==> src/rtl/br_commit_queue.sv <==
// In-order branch resolution queue: allocates at dispatch, resolves out of order by tag,
// retires one branch per cycle in order and flushes the pipeline on a misprediction.
module br_commit_queue #(
    parameter int unsigned DEPTH = 8
) (
    input  logic                     clk,
    input  logic                     reset_,
    input  logic                     ext_flush_,
    input  logic                     alloc_,
    input  logic                     alloc_pred,
    output logic [$clog2(DEPTH)-1:0] alloc_tag,
    output logic                     full,
    output logic                     empty,
    input  logic                     exe_,
    input  logic [$clog2(DEPTH)-1:0] exe_tag,
    input  logic                     exe_taken,
    output logic                     br_commit_,
    output logic                     br_result,
    output logic                     br_pred_miss_,
    output logic                     flush_
);

    localparam int unsigned TAG = $clog2(DEPTH);
    localparam logic [TAG:0] FULL_CNT = (TAG+1)'(DEPTH);

    typedef enum logic [1:0] {
        FREE,
        PENDING,
        RESOLVED
    } ent_state_t;

    ent_state_t     st         [DEPTH];
    logic           ent_pred   [DEPTH];
    logic           ent_taken  [DEPTH];
    logic [TAG-1:0] head;
    logic [TAG-1:0] tail;
    logic [TAG:0]   count;

    logic commit;
    logic miss;
    logic alloc_ok;
    logic exe_ok;

    assign alloc_tag = tail;
    assign full      = (count == FULL_CNT);
    assign empty     = (count == '0);

    // Nothing is accepted while a flush (external, or the cycle flush_ is low) is in effect,
    // nor on the edge that registers a mispredicted commit.
    always_comb begin
        commit   = 1'b0;
        miss     = 1'b0;
        alloc_ok = 1'b0;
        exe_ok   = 1'b0;
        commit   = (st[head] == RESOLVED) && flush_ && ext_flush_;
        miss     = commit && (ent_taken[head] != ent_pred[head]);
        alloc_ok = !alloc_ && !full && flush_ && ext_flush_ && !miss;
        exe_ok   = !exe_ && (st[exe_tag] == PENDING) && flush_ && ext_flush_ && !miss;
    end

    always_ff @(posedge clk or negedge reset_) begin
        if (!reset_) begin
            for (int unsigned i = 0; i < DEPTH; i++) begin
                st[i]        <= FREE;
                ent_pred[i]  <= 1'b0;
                ent_taken[i] <= 1'b0;
            end
            head          <= '0;
            tail          <= '0;
            count         <= '0;
            br_commit_    <= 1'b1;
            br_result     <= 1'b0;
            br_pred_miss_ <= 1'b1;
            flush_        <= 1'b1;
        end else begin
            br_commit_    <= 1'b1;
            br_pred_miss_ <= 1'b1;
            flush_        <= 1'b1;

            if (!ext_flush_ || miss) begin
                for (int unsigned i = 0; i < DEPTH; i++) begin
                    st[i] <= FREE;
                end
                head  <= '0;
                tail  <= '0;
                count <= '0;
            end else begin
                // Commit frees head, alloc fills tail and exe only touches PENDING entries,
                // so the three updates never target the same slot.
                if (commit) begin
                    st[head] <= FREE;
                    head     <= head + TAG'(1);
                end
                if (alloc_ok) begin
                    st[tail]       <= PENDING;
                    ent_pred[tail] <= alloc_pred;
                    tail           <= tail + TAG'(1);
                end
                if (exe_ok) begin
                    st[exe_tag]        <= RESOLVED;
                    ent_taken[exe_tag] <= exe_taken;
                end
                if (alloc_ok && !commit) begin
                    count <= count + (TAG+1)'(1);
                end else if (!alloc_ok && commit) begin
                    count <= count - (TAG+1)'(1);
                end
            end

            if (commit) begin
                br_commit_    <= 1'b0;
                br_result     <= ent_taken[head];
                br_pred_miss_ <= !miss;
                flush_        <= !miss;
            end
        end
    end

endmodule

==> config.mk <==
export PLATFORM = sky130hd
export DESIGN_NAME = br_commit_queue
export DESIGN_NICKNAME = d
export VERILOG_FILES = /design/src/rtl/br_commit_queue.sv
export SDC_FILE = /design/constraint.sdc
export NUM_CORES = 1
export LEC_CHECK = 0
export BUFFER_PORTS_ARGS = -buffer_cell sky130_fd_sc_hd__buf_2
export CAP_MARGIN = 20
export CORE_MARGIN = 1.5
export CORE_UTILIZATION = 55
export DETAILED_ROUTE_END_ITERATION = 8
export PLACE_DENSITY = 0.75
export SYNTH_ARGS = -nofsm -noshare
export SYNTH_HDL_FRONTEND = slang
export SYNTH_SLANG_ARGS = --single-unit
==> constraint.sdc <==
create_clock -name clk -period 3.16 [get_ports clk]
set_input_delay 0.632 -clock clk [delete_from_list [all_inputs] [get_ports clk]]
set_output_delay 0.632 -clock clk [all_outputs]
set_load 0.05 [all_outputs]
==> reports/summary.txt, run 1 <==
Reg2Reg Setup Slack: 230 ps
First DRT Iteration DRCs: 306
RSZ-0062 raised after global routing: no
CP Max Fanout: 13
Core region area: 4820 um2
Max Fclk: 341 MHz
Slew Limit Fails: 0
Number of synthesized flops with an enable pin: 0
Placed cell count: 341
Critical Path End Type: register
Worst path cell trace: inv_2, mux4_2, a211o_1, a41oi_4, nand4b_1, mux2_2
Fin. Hold Viols: 0
Layout cells sized above 1: 26.7%
Pleak: 1.45 nW
Syn. warnings: 0
GP Congestion: 0.956
Finished Layout Cells: 352
Slew HR: 60.8%
Vias in the first global route: 2090
P_sw: 0.451 mW
Switching part of the total power: 32.1%
Post-synthesis sequential area ratio: 40.1%
H-tree depth: 2
DP HPWL: 5.06 mm
DIE HEIGHT: 74.6 um
CP startpoint kind: register
Post-route clock period utilization: 92.7%
CTS root buffer: clkbuf_8
Fin worst setup slack: 231 ps
Reg-to-reg endpoint: ent_taken[5]$_DFFE_PN0P_
Die area: 5560 um2
Clk_lat worst skew: 300 ps
CTS clk-pin slew, worst paths: 90 ps
CTS max path bufs: 2
Fin Hold WS: 198 ps
Comb power frac: 24.6%
Grt ovf: 0
WS Path Type: register to register
Area delta synth->final: 11.0%
Commonest non-fill, non-tap cell in the layout: dfrtp_1
Area after DPL: 2990 um2
Pwr Density: 450 nW/um2
Min-delay worst type: input pin to asynchronous set/reset pin
Syn Area/Cell: 10.7 um2
Minimum clock period: 2930 ps
Async SR Flop Fraction: 100%
Num CTS Buffers: 5
Die W: 74.6 um
Post-Synthesis Cells: 264
IO buf count: 18
# clock sinks: 45
Final instance area: 3130 um2
Clk pwr share: 28.1%
Total Routing Usage GR: 27.3%
DRT antenna net count: 0
Io pins: 19
Worst Tran Pin Value: 585 ps
CP arrival: 3110 ps
Power Internal: 0.956 mW
Pwr Total: 1.41 mW
Mapped Nets: 279
Yosys reg bits: 45
Drt first pass iters: 4
Worst clock skew: 15.7 ps
WP buf/inv: 1
# rows: 25
Antenna diode count: 0
Setup TNS: 0 ps
Synthesized cell area: 2820 um2
Most frequent cells in the layout: 43 x dfrtp_1, 25 x nand2_1, 18 x a21oi_1, 18 x buf_2, 14 x mux2_2
VDD IR-drop max: 0.264 mV
Final setup viols: 0
First-pass GRT wire length: 11.1 mm
Status: finished, final reports clean
CTS tree: built
Top_reg_cell synth: dfrtp_1
Fin util: 64.9%
Max-cap violation count: 0
DR DRC count: 0
R2R depth: 6
Post-Place Worst Slack: 268 ps
Antenna violations before repair: 0
Final #Nets: 299
Slowest cell on crit path: mux4_2
Final WL: 6.90 mm
Vias per inst: 6.26
Worst Path Required: 3340 ps
Slowest stage delay, CP: 540 ps
Resize count post-CTS: 0
Largest net degree at the start of global routing: 46
Synth cell types: 58
Hold_buf cts: 0
Via count: 2204
Reg2reg start: head[1]$_DFFE_PN0P_
Starting density of the core: 58.5%
Drt wl/cell: 19.6 um
Sequential Power Share: 47.4%
Top delay family on crit path: compound AO/OA/AOI/OAI gates
worst reg2reg max path, stage by stage, from the launching register on:
cell      delay (ps)
dfrtp_1          510
inv_2            190
mux4_2           540
a211o_1          400
a41oi_4          520
nand4b_1         300
mux2_2           350
worst max path at each step:
stage / start / to / slack (ps) / cells past startpoint
2_1_floorplan: head[0]$_DFFE_PN0P_ / count[3]$_DFFE_PN0P_ / 140 / 13
3_3_place_gp: head[1]$_DFFE_PN0P_ / ent_pred[5]$_DFFE_PN0P_ / 270 / 7
6_report: head[1]$_DFFE_PN0P_ / ent_taken[5]$_DFFE_PN0P_ / 230 / 6
5_1_grt: head[2]$_DFFE_PN0P_ / count[3]$_DFFE_PN0P_ / 10 / 11
4_1_cts: head[1]$_DFFE_PN0P_ / ent_pred[5]$_DFFE_PN0P_ / 220 / 7
3_5_place_dp: head[1]$_DFFE_PN0P_ / ent_pred[5]$_DFFE_PN0P_ / 270 / 7
logic make-up after synthesis:
logic type               count (synthesis)  synth area share [%]
AO/OA/AOI/OAI                           57                  14.8
multiplexers                            30                  14.2
buffers and inverters                   23                  3.73
flip-flops                              45                  40.1
adder cells (fa/ha/maj)                  5                  2.49
XOR/XNOR                                12                  3.73
AND/OR/NAND/NOR                         92                  21.0
synthesized netlist by cell type, types with 4 or more instances:
| cell type | number | area, um2 |
|---|---|---|
| a21oi_1 | 18 | 90.1 |
| mux2_2 | 14 | 158 |
| nor2b_1 | 5 | 31.3 |
| nand2b_1 | 4 | 25.0 |
| o211a_1 | 7 | 70.1 |
| inv_1 | 4 | 15.0 |
| clkbuf_1 | 9 | 33.8 |
| o31ai_1 | 7 | 52.6 |
| nor2_1 | 8 | 30.0 |
| mux2i_1 | 8 | 80.1 |
| xor2_1 | 5 | 43.8 |
| xnor2_1 | 7 | 61.3 |
| and3_1 | 6 | 37.5 |
| nand4_1 | 6 | 37.5 |
| buf_2 | 6 | 30.0 |
| ha_1 | 4 | 50.1 |
| mux4_2 | 6 | 135 |
| nand3_1 | 8 | 40.0 |
| dfrtp_1 | 43 | 1080 |
| nand2_1 | 25 | 93.8 |
power groups by stage:
| stage | combinational, mW | clock (mW) | sequential [mW] |
|---|---|---|---|
| 6_report | 0.346 | 0.395 | 0.667 |
| 5_1_grt | 0.379 | 0.425 | 0.673 |
| 4_1_cts | 0.341 | 0.404 | 0.666 |
| 3_5_place_dp | 0.340 | 0 | 0.677 |
| 3_3_place_gp | 0.333 | 0 | 0.675 |
| 2_1_floorplan | 0.240 | 0 | 0.678 |
layer usage:
layer / share of wire (%) / GRT usage (%)
met4: 1.5 / 9.49
met1: 45 / 40.2
met2: 47 / 40.5
met5: 0 / 0
met3: 6.0 / 5.15
layout make-up:
type	count	area, um2
clock inverter	1	5.00
fill	402	1690
inverter	6	22.5
multi-input combinational	196	1600
sequential	45	1130
clock buffer	7	96.3
tap	67	83.8
timing repair buffer	30	193
registers in the layout, indices dropped and copies added, names as in the netlist:
register,count
count,4
br_commit_,1
ent_taken,8
alloc_tag,3
head,3
ent_pred,8
br_result,1
flush_,1
st,16
repair_timing:
item                                    4_1_cts  5_1_grt
setup buffers                                 0        2
hold endpoints to repair                      0        0
endpoints found under the setup margin        0        1
Note: power is estimated with default switching activity, not from simulation.
==> inputs of run 2 (changes only) <==
- CORE_UTILIZATION: 55 -> 45
- PLACE_DENSITY: 0.75 -> 0.64
==> run 2 against run 1 <==
Hold slack gained 37 ps. Die area rose by 21%. Clock skew about the same. First-iteration DRC count fell by 49%. Non-clock buffer count is the same. Maximum frequency grew 0.15%. Sequential cell count unchanged. Clock-buffer cell count fell by 1. Critical path depth stayed put. Final cell count rose by 2.3%. Clock power rose by 20%. Worst setup slack better by 4.4 ps.
==> reports/summary.txt, run 2 (synthesis results as in run 1) <==
Status: finished, final reports clean (unchanged)
Metal1 wirelength: 3.25 mm (was 3.13 mm)
First-pass GRT wire length: 11.4 mm (was 11.1 mm)
Antenna violations before repair: 0 (unchanged)
Total Routing Usage GR: 23.1% (was 27.3%)
Top Metal Used: met4 (unchanged)
Slew Limit Fails: 0 (unchanged)
Die area: 6740 um2 (was 5560 um2)
Commonest non-fill, non-tap cell in the layout: dfrtp_1 (unchanged)
Grt ovf: 0 (unchanged)
Reg2reg start: head[1]$_DFFE_PN0P_ (unchanged)
Largest net degree at the start of global routing: 46 (unchanged)
Io pins: 19 (unchanged)
Met3 WL: 334 um (was 411 um)
Pleak: 1.45 nW (about the same)
Drt wl/cell: 19.2 um (was 19.6 um)
Max reg flops: 16 (unchanged)
Worst clock skew: 15.7 ps (about the same)
CTS clk-pin slew, worst paths: 100 ps (was 90 ps)
Vias per inst: 6.11 (was 6.26)
Met2 WL post-DR: 3.17 mm (was 3.26 mm)
H-tree depth: 2 (unchanged)
VDD IR-drop max: 0.255 mV (was 0.264 mV)
Area delta synth->final: 12.4% (was 11.0%)
Max-cap violation count: 0 (unchanged)
Fin. Hold Viols: 0 (unchanged)
GP Congestion: 0.897 (was 0.956)
CTS max path bufs: 2 (unchanged)
Setup Buffers After CTS: 0 (unchanged)
CP Max Fanout: 14 (was 13)
Clk_lat worst skew: 320 ps (was 300 ps)
WS Path Type: register to register (unchanged)
Critical Path End Type: register (unchanged)
Max Fclk: 342 MHz (was 341 MHz)
Minimum clock period: 2920 ps (was 2930 ps)
CP arrival: 3120 ps (was 3110 ps)
Post-route clock period utilization: 92.5% (was 92.7%)
Pwr Total: 1.48 mW (was 1.41 mW)
DR DRC count: 0 (unchanged)
IO buf count: 18 (unchanged)
CTS root buffer: clkbuf_8 (unchanged)
# clock sinks: 45 (unchanged)
Min-delay worst type: input pin to asynchronous set/reset pin (unchanged)
DRT antenna net count: 0 (unchanged)
Core region area: 5990 um2 (was 4820 um2)
First DRT Iteration DRCs: 155 (was 306)
Worst Path Required: 3350 ps (was 3340 ps)
Critical Path Start: head[1]$_DFFE_PN0P_ (unchanged)
Die W: 82.1 um (was 74.6 um)
DP HPWL: 4.99 mm (was 5.06 mm)
Setup TNS: 0 ps (unchanged)
CP startpoint kind: register (unchanged)
Largest registers: st (16), ent_pred (8), ent_taken (8) (unchanged)
Vias in the first global route: 2174 (was 2090)
Biggest register: st (unchanged)
Final #Nets: 299 (unchanged)
CTS tree: built (unchanged)
Final WL: 6.90 mm (about the same)
# rows: 28 (was 25)
Starting density of the core: 47.0% (was 58.5%)
Slew HR: 63.1% (was 60.8%)
Via count: 2199 (was 2204)
RSZ-0062 raised after global routing: no (unchanged)
Worst Tran Pin Value: 552 ps (was 585 ps)
Layout cells sized above 1: 28.1% (was 26.7%)
Num CTS Buffers: 5 (unchanged)
Pwr Density: 466 nW/um2 (was 450 nW/um2)
Most frequent cells in the layout: 41 x dfrtp_1, 25 x nand2_1, 18 x a21oi_1, 18 x buf_2, 14 x mux2_2 (was 43 x dfrtp_1, 25 x nand2_1, 18 x a21oi_1, 18 x buf_2, 14 x mux2_2)
Final setup viols: 0 (unchanged)
Drt first pass iters: 4 (unchanged)
Antenna diode count: 0 (unchanged)
DIE HEIGHT: 82.1 um (was 74.6 um)
run 2: changes by cell type in the layout (fill, tap and decap cells not counted):
cell / change
clkinv_2: -1
clkinv_1: -1
dfrtp_1: -2
bufinv_16: +1
dfrtp_2: +2
a22oi_2: +1
a22oi_1: -1
clkbuf_8: -1
clkinvlp_4: +2
run 2: power breakdown:
part / switching [mW] / leakage, nW / internal [mW]
Sequential: 0.0460 / 0.606 / 0.618
Clock: 0.216 / 0.0574 / 0.257
Combinational: 0.198 / 0.784 / 0.139
Total: 0.460 / 1.45 / 1.01
run 2: worst paths after layout:
kind / to / slack, ps / depth (start not counted)
min: ent_taken[1]$_DFFE_PN0P_ / 240 / 1
max in group asynchronous: flush_$_DFF_PN1_ / 2340 / 2
min reg2reg: ent_pred[4]$_DFFE_PN0P_ / 530 / 1
max reg2reg: ent_taken[4]$_DFFE_PN0P_ / 240 / 6
max: ent_taken[4]$_DFFE_PN0P_ / 240 / 6
min in group clk: br_commit_$_DFF_PN1_ / 510 / 2
run 2: stage by stage:
step / util [%] / area [um2] / cells / hold WS (ps) / setup WS (ps)
after floorplan: - / 2830 / 264 / 336 / 143
after global routing: 52.9 / 3170 / 360 / 260 / 9.20
final: 52.9 / 3170 / 360 / 235 / 236
after CTS: 52.3 / 3140 / 359 / 502 / 91.3
after detailed placement: 50.3 / 3020 / 351 / 519 / 128
after global placement: 50.3 / 3020 / 351 / 512 / 129
run 2: final cells by class:
class                           instances  area (um2)
Fill cell                             543        2820
Multi-Input combinational cell        196        1600
Sequential cell                        45        1130
Timing Repair Buffer                   30         193
Tap cell                               75        93.8
Clock buffer                            6        82.6
Clock inverter                          2        37.5
Inverter                                6        26.3
run 2: layer usage:
layer / up-vias / GRT usage [%]
met1: 1106 / 33.3
li1: 1029 / -
met2: 52 / 35.0
met4: 0 / 7.63
met3: 12 / 4.18
met5: - / 0
run 2: critical path: stages, from the launching register on:
cell     delay [ps]
dfrtp_2         510
inv_2           180
mux4_2          560
a211o_1         400
a41oi_4         450
nand4_1         350
mux2_2          360
run 2: timing repair:
item	4_1_cts	5_1_grt
endpoints found under the setup margin	0	2
hold buffers	0	0
resized for setup	0	4
